$ cat config.mk
export PLATFORM = sky130hd
export DESIGN_NAME = conv_window_buf
export DESIGN_NICKNAME = d
export VERILOG_FILES = /design/src/rtl/conv_pkg.sv /design/src/rtl/conv_line_buf.sv /design/src/rtl/conv_window_buf.sv
export SDC_FILE = /design/constraint.sdc
export NUM_CORES = 1
export LEC_CHECK = 0
export ABC_AREA = 1
export CAP_MARGIN = 20
export CORE_MARGIN = 3
export CORE_UTILIZATION = 53
export DETAILED_ROUTE_END_ITERATION = 6
export GPL_TIMING_DRIVEN = 1
export PLACE_DENSITY = 0.74
export SYNTH_ARGS = -nofsm -noshare
export SYNTH_HDL_FRONTEND = slang
export SYNTH_SLANG_ARGS = --single-unit
$ cat constraint.sdc
create_clock -name clk -period 2.99 [get_ports clk]
set_input_delay 0.598 -clock clk [delete_from_list [all_inputs] [get_ports clk]]
set_output_delay 0.598 -clock clk [all_outputs]
set_load 0.02 [all_outputs]
$ cat src/rtl/conv_pkg.sv
// Shared helpers for the convolution window path: log2, window element
// indexing and the widths derived from the block parameters.
package conv_pkg;

    function automatic int clog2(input int v);
        int r = 0;
        while ((1 << r) < v) r++;
        return r;
    endfunction

    // Counter width able to hold 0..n-1, never narrower than one bit.
    function automatic int cnt_w(input int n);
        return (n > 1) ? clog2(n) : 1;
    endfunction

    function automatic int pix_w(input int data_bits, input int channels);
        return data_bits * channels;
    endfunction

    function automatic int win_w(input int data_bits, input int channels, input int k);
        return k * k * channels * data_bits;
    endfunction

    function automatic int win_idx(input int r, input int c, input int ch,
                                   input int k, input int channels);
        return (r * k + c) * channels + ch;
    endfunction

endpackage

$ cat src/rtl/conv_line_buf.sv
// Cascade of line delays: one WIDTH-deep circular RAM per stored line, all
// sharing a single pointer, so tap j yields the pixel j+1 lines above.
module conv_line_buf
    import conv_pkg::*;
#(
    parameter int WIDTH = 28,
    parameter int LINES = 4,
    parameter int PW    = 8
) (
    input  logic                        clk,
    input  logic                        rst,
    input  logic                        shift_en,
    input  logic [PW-1:0]               din,
    output logic [LINES-1:0][PW-1:0]    taps
);
    localparam int AW = cnt_w(WIDTH);

    logic [AW-1:0]              ptr;
    logic [LINES:0][PW-1:0]     chain;

    assign chain[0] = din;
    assign taps     = chain[LINES:1];

    always_ff @(posedge clk) begin
        if (rst)
            ptr <= '0;
        else if (shift_en)
            ptr <= (ptr == AW'(WIDTH - 1)) ? '0 : ptr + 1'b1;
    end

    for (genvar l = 0; l < LINES; l++) begin : g_line
        // Contents are deliberately left unreset; row gating hides stale data.
        logic [PW-1:0] mem [WIDTH];

        assign chain[l+1] = mem[ptr];

        always_ff @(posedge clk) begin
            if (shift_en)
                mem[ptr] <= chain[l];
        end
    end

endmodule

$ cat src/rtl/conv_window_buf.sv
// Sliding KxK window generator over a raster pixel stream.
// Optional out_ready handshake is compiled in with CONV_WIN_BACKPRESSURE_EN.
module conv_window_buf
    import conv_pkg::*;
#(
    parameter int WIDTH     = 28,
    parameter int HEIGHT    = 28,
    parameter int DATA_BITS = 8,
    parameter int CHANNELS  = 1,
    parameter int K         = 5,
    parameter int STRIDE    = 1
) (
    input  logic                                         clk,
    input  logic                                         rst,
    input  logic                                         in_valid,
    output logic                                         in_ready,
    input  logic [pix_w(DATA_BITS, CHANNELS)-1:0]        in_data,
    output logic                                         out_valid,
    input  logic                                         out_ready,
    output logic [win_w(DATA_BITS, CHANNELS, K)-1:0]     out_data,
    output logic                                         out_last,
    output logic                                         frame_done
);
    localparam int PW     = pix_w(DATA_BITS, CHANNELS);
    localparam int CW     = cnt_w(WIDTH);
    localparam int RW     = cnt_w(HEIGHT);
    localparam int SW     = cnt_w(STRIDE);
    localparam int LAST_C = K - 1 + ((WIDTH - K) / STRIDE) * STRIDE;
    localparam int LAST_R = K - 1 + ((HEIGHT - K) / STRIDE) * STRIDE;

    logic [CW-1:0]                  col;
    logic [RW-1:0]                  row;
    logic [SW-1:0]                  sc, sr;
    logic [K-1:0][K-1:0][PW-1:0]    win;
    logic [K-2:0][PW-1:0]           taps;
    logic [K-1:0][PW-1:0]           col_new;
    logic                           accept, eol, eof, close, is_last;

    assign accept  = in_valid && in_ready;
    assign eol     = (col == CW'(WIDTH - 1));
    assign eof     = eol && (row == RW'(HEIGHT - 1));
    assign close   = (row >= RW'(K - 1)) && (col >= CW'(K - 1)) && (sr == '0) && (sc == '0);
    assign is_last = (row == RW'(LAST_R)) && (col == CW'(LAST_C));

    conv_line_buf #(
        .WIDTH (WIDTH),
        .LINES (K - 1),
        .PW    (PW)
    ) u_lines (
        .clk      (clk),
        .rst      (rst),
        .shift_en (accept),
        .din      (in_data),
        .taps     (taps)
    );

    // Incoming column: oldest line at the top, the live pixel at the bottom.
    assign col_new[K-1] = in_data;
    for (genvar j = 0; j < K - 1; j++) begin : g_col
        assign col_new[K-2-j] = taps[j];
    end

    always_ff @(posedge clk) begin
        if (rst) begin
            win <= '0;
        end else if (accept) begin
            for (int r = 0; r < K; r++) begin
                for (int c = 0; c < K - 1; c++)
                    win[r][c] <= win[r][c+1];
                win[r][K-1] <= col_new[r];
            end
        end
    end

    for (genvar r = 0; r < K; r++) begin : g_r
        for (genvar c = 0; c < K; c++) begin : g_c
            for (genvar ch = 0; ch < CHANNELS; ch++) begin : g_ch
                assign out_data[win_idx(r, c, ch, K, CHANNELS)*DATA_BITS +: DATA_BITS] =
                    win[r][c][ch*DATA_BITS +: DATA_BITS];
            end
        end
    end

    always_ff @(posedge clk) begin
        if (rst) begin
            col        <= '0;
            row        <= '0;
            sc         <= '0;
            sr         <= '0;
            frame_done <= 1'b0;
            out_valid  <= 1'b0;
            out_last   <= 1'b0;
        end else begin
            frame_done <= accept && eof;
            if (accept) begin
                col <= eol ? '0 : col + 1'b1;
                // Phases restart inside the leading K-1 margin so the first
                // full window always lands on phase 0.
                sc  <= (col < CW'(K - 1) || sc == SW'(STRIDE - 1)) ? '0 : sc + 1'b1;
                if (eol) begin
                    row <= eof ? '0 : row + 1'b1;
                    sr  <= (row < RW'(K - 1) || sr == SW'(STRIDE - 1)) ? '0 : sr + 1'b1;
                end
            end
`ifdef CONV_WIN_BACKPRESSURE_EN
            if (accept && close) begin
                out_valid <= 1'b1;
                out_last  <= is_last;
            end else if (out_ready) begin
                out_valid <= 1'b0;
                out_last  <= 1'b0;
            end
`else
            out_valid <= accept && close;
            out_last  <= accept && close && is_last;
`endif
        end
    end

`ifdef CONV_WIN_BACKPRESSURE_EN
    assign in_ready = !out_valid || out_ready;
`else
    logic unused_out_ready;
    assign unused_out_ready = out_ready;
    assign in_ready         = 1'b1;
`endif

endmodule

# Yosys cells after proc, flatten, opt, wreduce, memory -nomap -nowiden
# Memory sizes are Yosys's and may differ from the RTL's. A register that Yosys moved wholly into a read port is not among the register bits.
# Index checks and enable logic that the tools add are counted.
[op_classes] magnitude_cmp=4 reduce_logical=10 n_bitwise=2 add_sub_neg=5 mux=13 eq_ne=3
[ops] cell="$mux W5" n=9
[ops] cell="$add A5 B1 Y5 const B" n=3
[ops] cell="$eq A5 B5 Y1 const B" n=3
[ops] cell="$ge A5 B3 Y1 const B" n=2
[ops] cell="$lt A5 B3 Y1 const B" n=2
[ops] cell="$logic_and A1 B1 Y1" n=7
[ops] cell="$mux W1" n=4
[ops] cell="$add A1 B1 Y1 const B" n=2
[ops] cell="$logic_or A1 B1 Y1" n=2
[ops] cell="$not A1 Y1" n=2
[ops] cell="$reduce_and A2 Y1" n=1
[word_totals] inputBits=12 n_memories=4 output_inout_bits=204 ramBits=896 wordCells=73 reg_bits=212
[memory_table] name="u_lines.g_line[0].mem" words=28 width=8 rd=1 rd_clocked_by_memory_dff=1 wr=1 line="conv_line_buf.sv:33" text="logic [PW-1:0] mem [WIDTH];"
[memory_table] name="u_lines.g_line[1].mem" words=28 width=8 rd=1 rd_clocked_by_memory_dff=1 wr=1 line="conv_line_buf.sv:33"
[memory_table] name="u_lines.g_line[2].mem" words=28 width=8 rd=1 rd_clocked_by_memory_dff=1 wr=1 line="conv_line_buf.sv:33"
[memory_table] name="u_lines.g_line[3].mem" words=28 width=8 rd=1 rd_clocked_by_memory_dff=1 wr=1 line="conv_line_buf.sv:33"

# Depth between registers and ports, before layout
[logic_depth] ltp_word=6 ltp_mapped=14 depth_no_buf=11

# Cells and area by module
# Synthesis repeated with hierarchy kept, for this count alone.
[unflattened] hier_cells=4318 area_unflattened_um2=45133.3
[by_module_without_submodules] mod="conv_line_buf" cells_each=3358 seq_area_each_um2=27106.0 area_per_inst_um2=37612.3 instances=1
[by_module_without_submodules] mod="conv_window_buf" cells_each=960 seq_area_each_um2=4304.1 area_per_inst_um2=7521.0 instances=1

# Worst setup path before layout
# Ideal clock, no wire load.
[synth_timing] path_type="in2reg" startpoint="input port in_valid" endpoint="memory u_lines.g_line[0].mem[10][0] (enable)" n_path_buf=2 cell_stages=4 setup_time_ps=421 path_slack_ps=-156 t_required_ps=2569 arrival_time_ps=2725 path_cell_list="clkbuf_1 -> clkbuf_1 -> nand2_1 -> nor2_1"
[synth_between] elab_chain_cells=2
[synth_lines] item="start: declaration" line="conv_window_buf.sv:15" text="input logic in_valid,"
[synth_lines] item="$mux W1" line="conv_line_buf.sv:38" text="if (shift_en)"
[synth_lines] item="$mux W1 (not written as such)" line="conv_line_buf.sv:39" text="mem[ptr] <= chain[l];"
[synth_lines] item="end: declaration" line="conv_line_buf.sv:33"
# Every way passes these cells.

==> flow_metrics.py <==
metrics = {
    "detailed_routing": {
        "drtAntennaViolNets": 0,
        "initialDrtViolationCount": 3851,
        "vias_per_cell": 5.60,
        "firstDrtPassIters": 6,
        "post_drt_wl_per_cell_um": 21.0,
        "drt_drc_violations_left": 0,
        "wl_um": 116000,
        "via_count": 30900,
    },
    "synthesis": {
        "synthDominantCellAreaShare": 0.606,
        "synth-async-reset-ratio": 0,
        "post_synth.cell_area_avg_um2": 10.8,
        "synth_sequential_area_ratio": 0.708,
        "synthCells": 4109,
        "synth_most_common_cell": "nand2_1",
        "count_of_flip_flops_with_a_built_in_enable_after_synthesis": 896,
        "synth_commonest_cells": "nand2_1, edfxtp_1, nand3_1",
        "synth.lib_cells_used.distinct": 29,
        "syn_nets": 4129,
        "yosys.area.top_type": "edfxtp_1",
        "synth.cell_area_um2": 44400,
        "yosys_warnings": 0,
        "flip_flop_and_latch_count_after_synthesis": 1121,
        "synth_flop_cell": "edfxtp_1",
        "yosys-top-cells-area": "edfxtp_1, dfxtp_1, nand2_1",
    },
    "critical_path": {
        "cp_cell_sequence": "inv_6 -> buf_4 -> nand3_1 -> nand2_1 -> nand2_1 -> nand3_1 -> nand3_1 -> and2_1 -> buf_4",
        "timing.critical_path.slowest_cell_delay_ps": 640,
        "cp_arrival_ps": 3060,
        "worstPathMaxFanout": 49,
        "critical_path.startpoint_type": "flop",
        "worst-r2r-cell-count": 9,
        "worst_path_most_repeated_cell": "nand3_1",
        "required_ps": 3370,
        "critical_path_class": "reg2reg",
        "capturing_element_type_of_the_critical_path": "flop",
        "critPathSlowestCell": "buf_4",
    },
    "place": {
        "detailed_place_hpwl_um": 65600,
        "place.gp.congestion": 0.821,
        "placed_cell_area_um2": 48700,
        "placement.io_buffers": 213,
        "number_of_cells_in_the_design_after_placement": 5324,
    },
    "floorplanning": {
        "dieHeight_um": 295,
        "initial_utilization": 0.538,
        "row_count": 105,
        "io-pin-count": 216,
        "fp.dieArea_um2": 87200,
        "design.core.area_um2": 82500,
        "dieWidth_um": 295,
    },
    "global_route": {
        "globalRouteTotalUtil": 0.262,
        "antenna_found_initial": 0,
        "grt_first_pass_wirelength_um": 173000,
        "grt_max_degree": 100,
        "via_count_of_the_first_global_routing_pass": 29200,
        "gr-total-overflow": 0,
    },
    "flow_run": {
        "max_cap_viol_count": 0,
    },
    "timing": {
        "unrepaired_setup_endpoints_after_global_routing": "false",
        "skew_ps": 19.5,
        "relSlewSlack": 0.209,
        "timing_worst_slew_pin_value_ps": 1170,
        "final-hold-violation-count": 0,
        "max_freq_mhz": 373,
        "setup-violations-final": 0,
        "timing.final.crit_share": 0.896,
        "finalMaxSlewViolations": 0,
        "layout_min_cycle_time_ps": 2680,
    },
    "finish": {
        "syn_to_final_growth_pct": 17.3,
        "final_nets": 4384,
        "final-instance-count-excl-fill": 5520,
        "utilization": 0.631,
        "layout-drive-gt1-share": 0.0831,
        "antenna_cells_inserted": 0,
        "final_design_area_no_fill_um2": 52000,
    },
    "clock_tree": {
        "post_cts_hold_buffer_count": 0,
        "cts_tree": "done",
        "post-cts-setup-buffer-count": 0,
        "htree_levels": 3,
        "clkSlewWorstSetupHoldPaths_ps": 60,
        "cts_root_buf": "clkbuf_16",
        "numCtsBuffers": 108,
        "clk_path_buf_depth": 3,
        "clkLatencyLatePin_ps": 670,
        "post_cts.resized_instances": 0,
        "cts.sinks": 1121,
    },
    "status": {
        "outcome": "complete, no violations",
    },
    "hold_path": {
        "hp-class": "reg2reg",
        "worst_hold_path.num_cells": 2,
    },
    "power_and_ir_drop": {
        "irDropWorstVdd_mv": 0.506,
        "power.static_leakage_nw": 19.6,
        "power_per_cell_area_nw_per_um2": 638,
    },
}
-- sequential cells by signal, indices dropped and copies added, names as in the netlist, named ones only --
signal	flops
col	5
frame_done	1
out_data	200
out_last	1
out_valid	1
row	5
sc	1
sr	1
u_lines.g_line.mem	896
u_lines.ptr	5
-- final timing paths --
kind                                  end  slack [ps]  start
min                                    sr         430     sr
max          u_lines.g_line[3].mem[26][4]         310   flop
min reg2reg                            sr         430     sr
max reg2reg  u_lines.g_line[3].mem[26][4]         310   flop
-- routing by layer --
metal	part of all wire	global-route usage
met5	0	0
met4	0.040	0.101
met3	0.095	0.0452
met2	0.47	0.425
met1	0.40	0.357
-- per-stage QoR --
step	hold WS (ps)	setup TNS [ps]	worst slack [ps]	total power, mW
after detailed placement	425	0	249	20.6
after CTS	434	0	369	33.3
after global routing	462	0	155	34.2
after global placement	414	0	294	20.6
final	434	0	311	33.2
after floorplan	409	-104900	-156	19.5
-- logic make-up (layout without fill, tap and decap cells) --
family                     after synthesis  after routing  synth area share
and+or+nand+nor                       1919           1919             0.175
DFF                                   1121           1121             0.708
buffers and inverters                  634            975            0.0610
AOI/OAI and AO/OA                      421            421            0.0522
adders and majority gates                8              8           0.00226
xor gates and xnor gates                 5              5          0.000987
other                                    1              1         0.0000845
-- layout make-up --
cell class,instances,area (um^2)
inverters,407,1550
flip-flops and latches,1121,31400
clock inverters,63,439
repair buffers,372,3910
clock buffers,133,2910
fillers,6050,30500
well taps,1070,1340
multi-input cells,2354,10500
-- layout by cell type (no fill, tap or decap), drive strengths merged, types with 8 or more instances in the layout --
| master | count |
|---|---|
| clkbuf | 133 |
| a21oi | 25 |
| buf | 159 |
| ha | 8 |
| o21ai | 263 |
| nand2 | 1107 |
| clkinv | 50 |
| o211ai | 28 |
| dfxtp | 225 |
| and2 | 10 |
| or2 | 11 |
| inv | 411 |
| nand3 | 406 |
| o22ai | 102 |
| nor2 | 375 |
| clkdlybuf4s50 | 213 |
| edfxtp | 896 |
-- power by group --
group          internal, mW  leakage (nW)  switching (mW)
Sequential             17.4          9.91           0.116
Clock                  7.24          1.65            5.66
Combinational         0.811          8.04            2.01
-- critical path: cells and delay by family, from the launching register on --
kind / cells / cell delay, ps
DFF: 1 / 380
buffers and inverters: 3 / 1200
and+or+nand+nor: 6 / 750
Power figures use the tool's default switching activity.
